<file path="config.mk">
export PLATFORM = sky130hd
export DESIGN_NAME = gen2_slot_ctrl_flat
export DESIGN_NICKNAME = d
export VERILOG_FILES = /design/src/rtl/rfid6c_pkg.sv /design/src/rtl/gen2_slot_ctrl_if.sv /design/src/rtl/gen2_slot_mask.sv /design/src/rtl/gen2_slot_ctrl.sv /design/src/flat_wrapper.sv
export SDC_FILE = /design/constraint.sdc
export NUM_CORES = 1
export LEC_CHECK = 0
export CAP_MARGIN = 20
export CORE_AREA = 4 4 81 83
export DETAILED_ROUTE_END_ITERATION = 12
export DIE_AREA = 0 0 85 87
export PLACE_DENSITY = 0.84
export SYNTH_ARGS = -nofsm -noshare
export SYNTH_HDL_FRONTEND = slang
export SYNTH_SLANG_ARGS = --single-unit
</file>
<file path="constraint.sdc">
create_clock -name clk_1_92m -period 7 [get_ports clk_1_92m]
set_clock_uncertainty 0.05 [all_clocks]
set_input_delay 0.7 -clock clk_1_92m [delete_from_list [all_inputs] [get_ports clk_1_92m]]
set_output_delay 0.7 -clock clk_1_92m [all_outputs]
set_load 0.02 [all_outputs]
</file>
<file path="src/rtl/rfid6c_pkg.sv">
// Shared types and constants for the 6C (EPC Gen2) tag digital core.
// State encoding, QueryAdjust UpDn codes, Q ceiling, slot wrap value.
package rfid6c_pkg;

  typedef enum logic [1:0] {
    READY        = 2'd0,
    ARBITRATE    = 2'd1,
    REPLY        = 2'd2,
    ACKNOWLEDGED = 2'd3
  } slot_st_e;

  localparam logic [1:0] UPDN_NC = 2'b00;
  localparam logic [1:0] UPDN_DN = 2'b01;
  localparam logic [1:0] UPDN_UP = 2'b11;

  localparam int Q_MAX = 15;

  localparam logic [14:0] SLOT_WRAP = 15'h7FFF;

endpackage

</file>
<file path="src/rtl/gen2_slot_ctrl_if.sv">
// Command/response bundle between the command decoder and the slot controller.
// master: decoder side drives pulses and fields; slave: slot controller drives state and requests.
interface gen2_slot_ctrl_if
  import rfid6c_pkg::*;
#(
  parameter int Q_W    = 4,
  parameter int SLOT_W = 15
);

  logic [15:0]       rns;
  logic              cmd_select;
  logic              cmd_query;
  logic [Q_W-1:0]    query_q;
  logic              cmd_query_adj;
  logic [1:0]        updn;
  logic              cmd_query_rep;
  logic              cmd_ack;
  logic [15:0]       ack_rn;
  logic              cmd_nak;

  slot_st_e          state;
  logic [Q_W-1:0]    q_cur;
  logic [SLOT_W-1:0] slot_cnt;
  logic [15:0]       rn16;
  logic              reply_req;
  logic              epc_req;

  modport master (
    output rns, cmd_select, cmd_query, query_q,
    output cmd_query_adj, updn, cmd_query_rep,
    output cmd_ack, ack_rn, cmd_nak,
    input  state, q_cur, slot_cnt, rn16,
    input  reply_req, epc_req
  );

  modport slave (
    input  rns, cmd_select, cmd_query, query_q,
    input  cmd_query_adj, updn, cmd_query_rep,
    input  cmd_ack, ack_rn, cmd_nak,
    output state, q_cur, slot_cnt, rn16,
    output reply_req, epc_req
  );

endinterface

</file>
<file path="src/rtl/gen2_slot_mask.sv">
// Saturating Q up/down and Q -> (1<<Q)-1 slot mask, purely combinational.
// Ports: q_base, updn in; q_new (adjusted Q), mask (of q_new) out.
module gen2_slot_mask
  import rfid6c_pkg::*;
#(
  parameter int Q_W    = 4,
  parameter int SLOT_W = 15
) (
  input  logic [Q_W-1:0]    q_base,
  input  logic [1:0]        updn,
  output logic [Q_W-1:0]    q_new,
  output logic [SLOT_W-1:0] mask
);

  logic [SLOT_W:0] one_sh;

  always_comb begin
    q_new = q_base;
    unique case (updn)
      UPDN_UP: if (q_base != Q_W'(Q_MAX)) q_new = q_base + Q_W'(1);
      UPDN_DN: if (q_base != '0) q_new = q_base - Q_W'(1);
      default: ;
    endcase
  end

  // Q == SLOT_W shifts the one out of the low bits, so the
  // subtraction wraps to all ones.
  assign one_sh = (SLOT_W+1)'(1) << q_new;
  assign mask   = one_sh[SLOT_W-1:0] - SLOT_W'(1);

endmodule

</file>
<file path="src/rtl/gen2_slot_ctrl.sv">
// Gen2 inventory slot controller: Q/slot handling, RN16 latch, ACK handle check.
// Ports: clk_1_92m, rst_n (sync, active-low), bus (slave: commands in, state/requests out).
module gen2_slot_ctrl
  import rfid6c_pkg::*;
#(
  parameter int Q_W    = 4,
  parameter int SLOT_W = 15
) (
  input  logic         clk_1_92m,
  input  logic         rst_n,
  gen2_slot_ctrl_if.slave bus
);

  slot_st_e          st_q, st_n;
  logic [Q_W-1:0]    q_q, q_n;
  logic [SLOT_W-1:0] slot_q, slot_n;
  logic [15:0]       rn_q, rn_n;
  logic              rep_q, rep_n;
  logic              epc_q, epc_n;

  logic [5:0]        raw, one;
  logic [Q_W-1:0]    q_base, q_new;
  logic [1:0]        ud;
  logic [SLOT_W-1:0] mask, slot_ld, slot_dec;
  logic              load;

  // Bit 0 is highest priority; isolating the lowest set bit keeps
  // exactly one command active per cycle.
  assign raw = {bus.cmd_nak, bus.cmd_ack, bus.cmd_query_rep,
                bus.cmd_query_adj, bus.cmd_query, bus.cmd_select};
  assign one = raw & ~(raw - 6'd1);

  // Query forces UpDn to "unchanged" so the mask tracks query_q.
  assign q_base = one[1] ? bus.query_q : q_q;
  assign ud     = one[1] ? UPDN_NC : bus.updn;

  gen2_slot_mask #(
    .Q_W   (Q_W),
    .SLOT_W(SLOT_W)
  ) u_mask (
    .q_base(q_base),
    .updn  (ud),
    .q_new (q_new),
    .mask  (mask)
  );

  assign slot_ld  = bus.rns[SLOT_W-1:0] & mask;
  assign slot_dec = slot_q - SLOT_W'(1);

  always_comb begin
    st_n   = st_q;
    q_n    = q_q;
    slot_n = slot_q;
    rn_n   = rn_q;
    rep_n  = 1'b0;
    epc_n  = 1'b0;
    load   = 1'b0;
    unique case (1'b1)
      one[0]: st_n = READY;
      one[1]: begin
        q_n  = q_new;
        load = 1'b1;
      end
      one[2]: if (st_q != READY) begin
        q_n  = q_new;
        load = 1'b1;
      end
      one[3]: begin
        unique case (st_q)
          ARBITRATE: begin
            slot_n = slot_dec;
            if (slot_dec == '0) begin
              st_n  = REPLY;
              rep_n = 1'b1;
            end
          end
          REPLY, ACKNOWLEDGED: begin
            st_n   = ARBITRATE;
            slot_n = SLOT_W'(SLOT_WRAP);
          end
          default: ;
        endcase
      end
      one[4]: if (st_q == REPLY || st_q == ACKNOWLEDGED) begin
        if (bus.ack_rn == rn_q) begin
          st_n  = ACKNOWLEDGED;
          epc_n = 1'b1;
        end else begin
          st_n = ARBITRATE;
        end
      end
      one[5]: if (st_q != READY) st_n = ARBITRATE;
      default: ;
    endcase
    if (load) begin
      slot_n = slot_ld;
      rn_n   = bus.rns;
      if (slot_ld == '0) begin
        st_n  = REPLY;
        rep_n = 1'b1;
      end else begin
        st_n = ARBITRATE;
      end
    end
  end

  always_ff @(posedge clk_1_92m) begin
    if (!rst_n) begin
      st_q   <= READY;
      q_q    <= '0;
      slot_q <= '0;
      rn_q   <= '0;
      rep_q  <= 1'b0;
      epc_q  <= 1'b0;
    end else begin
      st_q   <= st_n;
      q_q    <= q_n;
      slot_q <= slot_n;
      rn_q   <= rn_n;
      rep_q  <= rep_n;
      epc_q  <= epc_n;
    end
  end

  assign bus.state     = st_q;
  assign bus.q_cur     = q_q;
  assign bus.slot_cnt  = slot_q;
  assign bus.rn16      = rn_q;
  assign bus.reply_req = rep_q;
  assign bus.epc_req   = epc_q;

endmodule

</file>
<file path="src/flat_wrapper.sv">
// flat-port wrapper written by rule: the top's interface ports become plain ports
module gen2_slot_ctrl_flat import rfid6c_pkg::*;
#(
  parameter int Q_W    = 4,
  parameter int SLOT_W = 15
)
  (clk_1_92m, rst_n, bus_rns, bus_cmd_select, bus_cmd_query, bus_query_q, bus_cmd_query_adj, bus_updn, bus_cmd_query_rep, bus_cmd_ack, bus_ack_rn, bus_cmd_nak, bus_state, bus_q_cur, bus_slot_cnt, bus_rn16, bus_reply_req, bus_epc_req);
  gen2_slot_ctrl_if #(.Q_W(Q_W), .SLOT_W(SLOT_W)) bus_i ();
  input  logic clk_1_92m;
  input  logic rst_n;
  input wire logic [$bits(bus_i.rns)-1:0] bus_rns;
  input wire logic [$bits(bus_i.cmd_select)-1:0] bus_cmd_select;
  input wire logic [$bits(bus_i.cmd_query)-1:0] bus_cmd_query;
  input wire logic [$bits(bus_i.query_q)-1:0] bus_query_q;
  input wire logic [$bits(bus_i.cmd_query_adj)-1:0] bus_cmd_query_adj;
  input wire logic [$bits(bus_i.updn)-1:0] bus_updn;
  input wire logic [$bits(bus_i.cmd_query_rep)-1:0] bus_cmd_query_rep;
  input wire logic [$bits(bus_i.cmd_ack)-1:0] bus_cmd_ack;
  input wire logic [$bits(bus_i.ack_rn)-1:0] bus_ack_rn;
  input wire logic [$bits(bus_i.cmd_nak)-1:0] bus_cmd_nak;
  output wire logic [$bits(bus_i.state)-1:0] bus_state;
  output wire logic [$bits(bus_i.q_cur)-1:0] bus_q_cur;
  output wire logic [$bits(bus_i.slot_cnt)-1:0] bus_slot_cnt;
  output wire logic [$bits(bus_i.rn16)-1:0] bus_rn16;
  output wire logic [$bits(bus_i.reply_req)-1:0] bus_reply_req;
  output wire logic [$bits(bus_i.epc_req)-1:0] bus_epc_req;
  assign bus_i.rns = bus_rns;
  assign bus_i.cmd_select = bus_cmd_select;
  assign bus_i.cmd_query = bus_cmd_query;
  assign bus_i.query_q = bus_query_q;
  assign bus_i.cmd_query_adj = bus_cmd_query_adj;
  assign bus_i.updn = bus_updn;
  assign bus_i.cmd_query_rep = bus_cmd_query_rep;
  assign bus_i.cmd_ack = bus_cmd_ack;
  assign bus_i.ack_rn = bus_ack_rn;
  assign bus_i.cmd_nak = bus_cmd_nak;
  assign bus_state = bus_i.state;
  assign bus_q_cur = bus_i.q_cur;
  assign bus_slot_cnt = bus_i.slot_cnt;
  assign bus_rn16 = bus_i.rn16;
  assign bus_reply_req = bus_i.reply_req;
  assign bus_epc_req = bus_i.epc_req;
  gen2_slot_ctrl #(.Q_W(Q_W), .SLOT_W(SLOT_W)) u_core (.clk_1_92m(clk_1_92m), .rst_n(rst_n), .bus(bus_i));
endmodule
</file>
### Yosys cells after proc, flatten, opt, wreduce, memory -nomap -nowiden

Cells that the tools add are included.

* $add $sub $neg: 5
* multipliers: 0
* divide/modulo/power cells: 0
* $lt $le $gt $ge: 0
* equal/unequal tests: 12
* shifts and indexed selects: 1
* muxes and demuxes: 26
* bitwise gates (word level): 3
* reductions and logical operators: 14

Operators with widths (count)
* $logic_not A15 Y1: 2
* $mux W15: 2
* $pmux W15 S2: 1
* $sub A15 B1 Y15 const B: 2
* $eq A16 B16 Y1: 1
* $mux W4: 4
* $pmux W4 S2: 2
* $and A15 B15 Y15: 1
* $shl A1 B4 Y15 const A: 1
* $mux W2: 7
* $ne A4 B4 Y1 const B: 3
* $pmux W2 S4: 1
* $mux W1: 7
* $and A6 B6 Y6: 1
* $eq A2 B2 Y1 const B: 3
* $ne A3 B3 Y1 const B: 2
* $not A6 Y6: 1
* $reduce_bool A2 Y1: 3
* $sub A6 B1 Y6 const B: 1
* $reduce_and A5 Y1: 1
* $reduce_bool A5 Y1: 1
* $add A4 B1 Y4 const B: 1
* $eq A2 B1 Y1 const B: 2
* $pmux W2 S2: 1
* other kinds (9): 10

* register bits after elaboration: 39
* latch bits: 0
* memory bits (writable): 0
* bits in read-only memories: 0
* bits of input ports: 46
* memories kept: 0

### Longest topological paths before layout

* depth in word-level cells: 13
* depth in mapped cells: 21

### Cells and area by module

A second synthesis with hierarchy kept.

* cell total of the unflattened synthesis: 407
* area total of the unflattened synthesis: 3078.0 um2

Modules (own cells, without submodules)
* gen2_slot_ctrl: instances 1, cells an instance 317, area an instance 2506.2 um2, sequential area each 780.7 um2
* gen2_slot_mask: instances 1, cells an instance 90, area an instance 571.8 um2, sequential area each 0.0 um2

### Least setup slack after synthesis

No wires, ideal clock.

* kind: in2reg
* from: input port bus_cmd_select
* to: register u_core.rep_q, in the netlist u_core.bus.reply_req
* setup time: 0.087 ns
* arrival: 4.303 ns
* required time: 6.863 ns
* path slack: 2.560 ns
* stages on the path: 19
* cells stage by stage: and2b_1 > buf_6 > mux2_2 > ha_1 > a2111oi_0 > a211oi_2 > nand2_1 > buf_6 > buf_6 > nand4_1 > ha_1 > buf_2 > inv_1 > nor2_1 > mux2_2 > a32oi_2 > nand3_1 > or4_1 > o31ai_1

* longest elaborated chain between the ends: 13
* elaborated cells on any way between the ends: 22
* those cells by class: add/sub (4); eq/ne (3); shift (1); mux (9); bitwise (3); reduce/logical (2)

RTL lines
* start, declared: RTL line flat_wrapper.sv:12 `input wire logic [$bits(bus_i.cmd_select)-1:0] bus_cmd_select;`
* $sub A6 B1 Y6 (*): RTL line gen2_slot_ctrl.sv:31 `assign one = raw & ~(raw - 6'd1);`
* $not A6 Y6 (*): RTL line gen2_slot_ctrl.sv:31
* $and A6 B6 Y6 (*): RTL line gen2_slot_ctrl.sv:31
* $mux W4: RTL line gen2_slot_ctrl.sv:34 `assign q_base = one[1] ? bus.query_q : q_q;`
* $sub A4 B1 Y4 (tied with other cells): RTL line gen2_slot_mask.sv:21 `UPDN_DN: if (q_base != '0) q_new = q_base - Q_W'(1);`
* $mux W4 (on tied branches): RTL line gen2_slot_mask.sv:21, gen2_slot_mask.sv:20
* $pmux W4 S2: RTL line gen2_slot_mask.sv:19 `unique case (updn)`
* $shl A1 B4 Y15: RTL line gen2_slot_mask.sv:28 `assign one_sh = (SLOT_W+1)'(1) << q_new;`
* $sub A15 B1 Y15: RTL line gen2_slot_mask.sv:29 `assign mask = one_sh[SLOT_W-1:0] - SLOT_W'(1);`
* $and A15 B15 Y15: RTL line gen2_slot_ctrl.sv:47 `assign slot_ld = bus.rns[SLOT_W-1:0] & mask;`
* $logic_not A15 Y1: RTL line gen2_slot_ctrl.sv:98 `if (slot_ld == '0) begin`
* $mux W1: RTL line gen2_slot_ctrl.sv:98
* $mux W1 (*): RTL line gen2_slot_ctrl.sv:95 `if (load) begin`
* end signal, assigned: RTL line gen2_slot_ctrl.sv:120 `rep_q <= rep_n;`
* end, declared: RTL line gen2_slot_ctrl.sv:18 `logic rep_q, rep_n;`

Every way passes the cells marked *; elsewhere a longest branch is shown, timed or not.
A chain may end at the register's enable or synchronous reset.

### Worst setup path in the final report

* from: input port bus_cmd_query
* to: register u_core.st_q[1], in the netlist u_core.bus.state[1]

* longest elaborated chain between the ends: 13
* elaborated cells on any way between the ends: 28
* those cells by class: add/sub (4); eq/ne (7); shift (1); mux (9); bitwise (3); reduce/logical (4)

RTL lines
* start, declared: RTL line flat_wrapper.sv:13 `input wire logic [$bits(bus_i.cmd_query)-1:0] bus_cmd_query;`
* $sub A6 B1 Y6: RTL line gen2_slot_ctrl.sv:31
* $not A6 Y6: RTL line gen2_slot_ctrl.sv:31
* $and A6 B6 Y6 (*): RTL line gen2_slot_ctrl.sv:31
* $mux W4: RTL line gen2_slot_ctrl.sv:34
* $sub A4 B1 Y4 (tied with other cells): RTL line gen2_slot_mask.sv:21
* $mux W4 (on tied branches): RTL line gen2_slot_mask.sv:21, gen2_slot_mask.sv:20
* $pmux W4 S2: RTL line gen2_slot_mask.sv:19
* $shl A1 B4 Y15: RTL line gen2_slot_mask.sv:28
* $sub A15 B1 Y15: RTL line gen2_slot_mask.sv:29
* $and A15 B15 Y15: RTL line gen2_slot_ctrl.sv:47
* $logic_not A15 Y1: RTL line gen2_slot_ctrl.sv:98
* $mux W2: RTL line gen2_slot_ctrl.sv:98
* $mux W2: RTL line gen2_slot_ctrl.sv:95
* end signal, assigned: RTL line gen2_slot_ctrl.sv:116 `st_q <= st_n;`
* end, declared: RTL line gen2_slot_ctrl.sv:14 `slot_st_e st_q, st_n;`

Marks and branches as above.

==> flow_metrics.py <==
metrics = {
    "logic_synthesis": {
        "synth_ff_type": "dfxtp_1",
        "synthTopCellsByCount": "nand2_1 (67), a21oi_1 (46), dfxtp_1 (39)",
        "synth-edff-count": 0,
        "netlist_top_cells_area": "dfxtp_1 (27%), nand2_1 (8.6%), a21oi_1 (7.9%), xor2_1 (5.1%), nor2_1 (4.9%)",
        "syn-num-nets": 442,
        "yosysMostFrequentCell": "nand2_1",
        "yosysWarnings": 0,
        "yosys_register_bits": 39,
        "avgSynthCellArea_um2": 7.48,
        "synth.cell_area_um2": 2930,
        "synth_top_area_share_pct": 26.6,
        "async_flop_share_pct": 0,
        "yosysSeqAreaShare_pct": 26.6,
        "synth_area_leader_cell": "dfxtp_1",
        "syn_inst": 392,
        "yosysUniqueCellTypes": 71,
    },
    "cells_and_area": {
        "layout-drive-gt1-share_pct": 6.90,
        "fin_cells": 539,
        "n_antenna_cell": 0,
        "final.fill_count": 506,
        "seqCellArea_um2": 781,
        "multiInputGateArea_um2": 1970,
        "area_growth_pct": 30.5,
        "fin_nets": 513,
        "fin_util_pct": 65.4,
    },
    "worst_setup_path": {
        "rr_endpoint": "u_core.bus.state[1]$_SDFFE_PN0P_",
        "rrSetupSlack_ps": 2630,
        "crit_chain": "clkdlybuf4s50_1, and2b_1, mux2_2, ha_1, a2111oi_0, a211oi_2, nand2_1, nand4_1, ha_1, inv_1, nor2_1, mux2_2, a32oi_2, nand3_1, or4_1, o221ai_1",
        "crit_type": "in2reg",
        "slowest_stage": "clkdlybuf4s50_1",
        "critPathLaunchType": "input pin",
        "crit_buf_inv": 2,
        "rr_worst_depth": 14,
        "rr_startpoint": "u_core.bus.q_cur[0]$_SDFFE_PN0P_",
        "end_kind": "register",
        "crit_family": "simple AND/OR/NAND/NOR gates",
        "cp_data_required_time_ps": 7150,
        "worstPathArrival_ps": 5790,
        "slowest_delay_ps": 650,
        "critPathMaxFanout": 20,
    },
    "floorplan": {
        "core_um2": 5850,
        "die_w_um": 85,
        "num_rows": 28,
        "die_h_um": 87,
        "ioPinCount": 85,
        "floorplan.initialDensity_pct": 50.1,
        "dieArea_um2": 7400,
    },
    "clock_tree": {
        "cts_resized": 0,
        "cts_sinks": 39,
        "htreeDepth": 2,
        "cts_setup_buffers": 0,
        "clk_latency_ps": 290,
        "clk_pin_slew_ps": 70,
        "ctsHoldBuffers": 0,
        "cts_buffers": 5,
        "cts_tree": "done",
        "clk_path_buf_depth": 2,
        "root_buffer": "clkbuf_8",
    },
    "timing": {
        "fin_crit_sh_pct": 80.5,
        "worst_pin_slew_ps": 967,
        "fin_setup_tns_ps": 0,
        "final-hold-violation-count": 0,
        "fmax_mhz": 178,
        "post-route-min-period_ps": 5630,
        "rsz0062_at_grt": "false",
        "slew_viol_final": 0,
        "max_slew_margin_pct": 35.5,
        "setup_viol": 0,
    },
    "grt": {
        "antenna_found_initial": 0,
        "grt_pass1_wl_um": 14700,
        "grt_overflow_total": 0,
        "grt_max_degree": 33,
        "first_global_vias": 3008,
        "grtUsageTotal_pct": 24.2,
    },
    "worst_hold_path": {
        "min_to": "u_core.bus.rn16[7]$_SDFFE_PN0P_",
        "min_path_type": "reg2reg",
        "min_path_cells": 2,
        "worstHoldStart": "u_core.bus.rn16[7]$_SDFFE_PN0P_",
    },
    "placed_design": {
        "port_buffers": 84,
        "detailed_place_hpwl_um": 6770,
        "gp_congestion": 0.976,
        "place_inst": 531,
    },
    "route": {
        "drtPass1Iterations": 6,
        "num_vias": 3295,
        "drtIter0Drc": 309,
        "drc_errors": 0,
        "via_per_inst": 6.11,
        "postRouteAntennaNets": 0,
        "wire_per_inst_um": 16.9,
        "postRouteWirelength_um": 9100,
    },
    "power_and_ir_drop": {
        "power.clock.fraction_pct": 20.7,
        "switching_share_pct": 37.7,
        "switchingPower_uw": 267,
        "p_per_area_nw_per_um2": 185,
        "p_seq_share_pct": 37.4,
        "p_comb_share_pct": 41.8,
        "ir_worst_vdd_mv": 0.135,
        "finalPower_uw": 707,
        "power_leakage_nw": 1.45,
        "p_int_uw": 441,
    },
    "job": {
        "cap_violations": 0,
    },
    "run_status": {
        "status": "finished clean",
    },
}
## sequential cells by signal, summed over array words and instances, names as in the netlist
name                  cells
u_core.bus.epc_req        1
u_core.bus.state          2
u_core.bus.reply_req      1
u_core.bus.rn16          16
u_core.bus.q_cur          4
u_core.bus.slot_cnt      15
## per-stage QoR
stage | worst slack, ps | hold slack, ps | cell area (um^2)
after floorplan | 2560 | 504 | 2930
after global placement | 1390 | 418 | 3740
after detailed placement | 1110 | 427 | 3740
after CTS | 1410 | 437 | 3830
after global routing | 991 | 460 | 3830
final | 1370 | 433 | 3830
## per-layer routing
| layer | vias to the layer above | track usage (%) | share of wire [%] |
|---|---|---|---|
| li1 | 1568 | - | - |
| met1 | 1537 | 31.2 | 42 |
| met2 | 175 | 41.0 | 49 |
| met3 | 15 | 4.54 | 7.7 |
| met4 | 0 | 7.91 | 1.4 |
| met5 | - | 0 | 0 |
## how the worst max path moves through the flow
stage / end / start / cells after the start / slack (ps)
after floorplan: u_core.bus.reply_req$_SDFF_PN0_ / bus_cmd_select / 19 / 2560
after global placement: u_core.bus.state[1]$_SDFFE_PN0P_ / bus_cmd_query / 16 / 1390
after detailed placement: u_core.bus.state[1]$_SDFFE_PN0P_ / bus_cmd_query / 16 / 1110
after CTS: u_core.bus.state[1]$_SDFFE_PN0P_ / bus_cmd_query / 16 / 1410
after global routing: u_core.bus.state[1]$_SDFFE_PN0P_ / bus_cmd_select / 16 / 990
final: u_core.bus.state[1]$_SDFFE_PN0P_ / bus_cmd_query / 16 / 1370
## cell type report
cell class	count	share of cell area [%]
clock buffer	7	1.99
sequential	39	20.4
inverter	11	1.08
tap	75	2.45
timing repair buffer	87	22.6
multi-input combinational	319	51.4
clock inverter	1	0.131
## power groups by stage
stage,clock (mW),sequential (mW),combinational (mW)
floorplan,0,0.284,0.172
global placement,0,0.268,0.286
detailed placement,0,0.269,0.290
CTS,0.149,0.264,0.292
global route,0.161,0.268,0.322
finish,0.147,0.265,0.296
## cell usage in the layout (no fill, tap or decap), types with 4 or more instances in the layout
cell type / instances
nor4_1: 6
nand4_1: 8
ha_1: 4
a31oi_1: 5
nor3_1: 12
a21oi_1: 46
clkdlybuf4s50_1: 84
a211oi_1: 6
dfxtp_1: 39
and3_1: 5
o21ai_0: 15
o221a_2: 4
clkbuf_8: 5
nor2_1: 37
xnor2_1: 6
nand3_1: 6
nand2_1: 67
xor2_1: 17
mux2i_1: 5
inv_1: 11
## tightest hold or removal path: stages (launching register included)
cell and delay (ps):
dfxtp_1 330, nand2_1 60, a21oi_1 50
## cells by family (layout without fill, tap and decap cells)
logic type / Yosys count / after routing / synth area share [%]
and+or+nand+nor: 168 / 168 / 27.9
xor gates and xnor gates: 23 / 23 / 6.87
AOI/OAI and AO/OA: 115 / 115 / 26.8
adders and majority gates: 4 / 4 / 1.71
DFF: 39 / 39 / 26.6
muxes: 9 / 9 / 3.63
buffers and inverters: 34 / 106 / 6.53
Power figures use the tool's default switching activity.
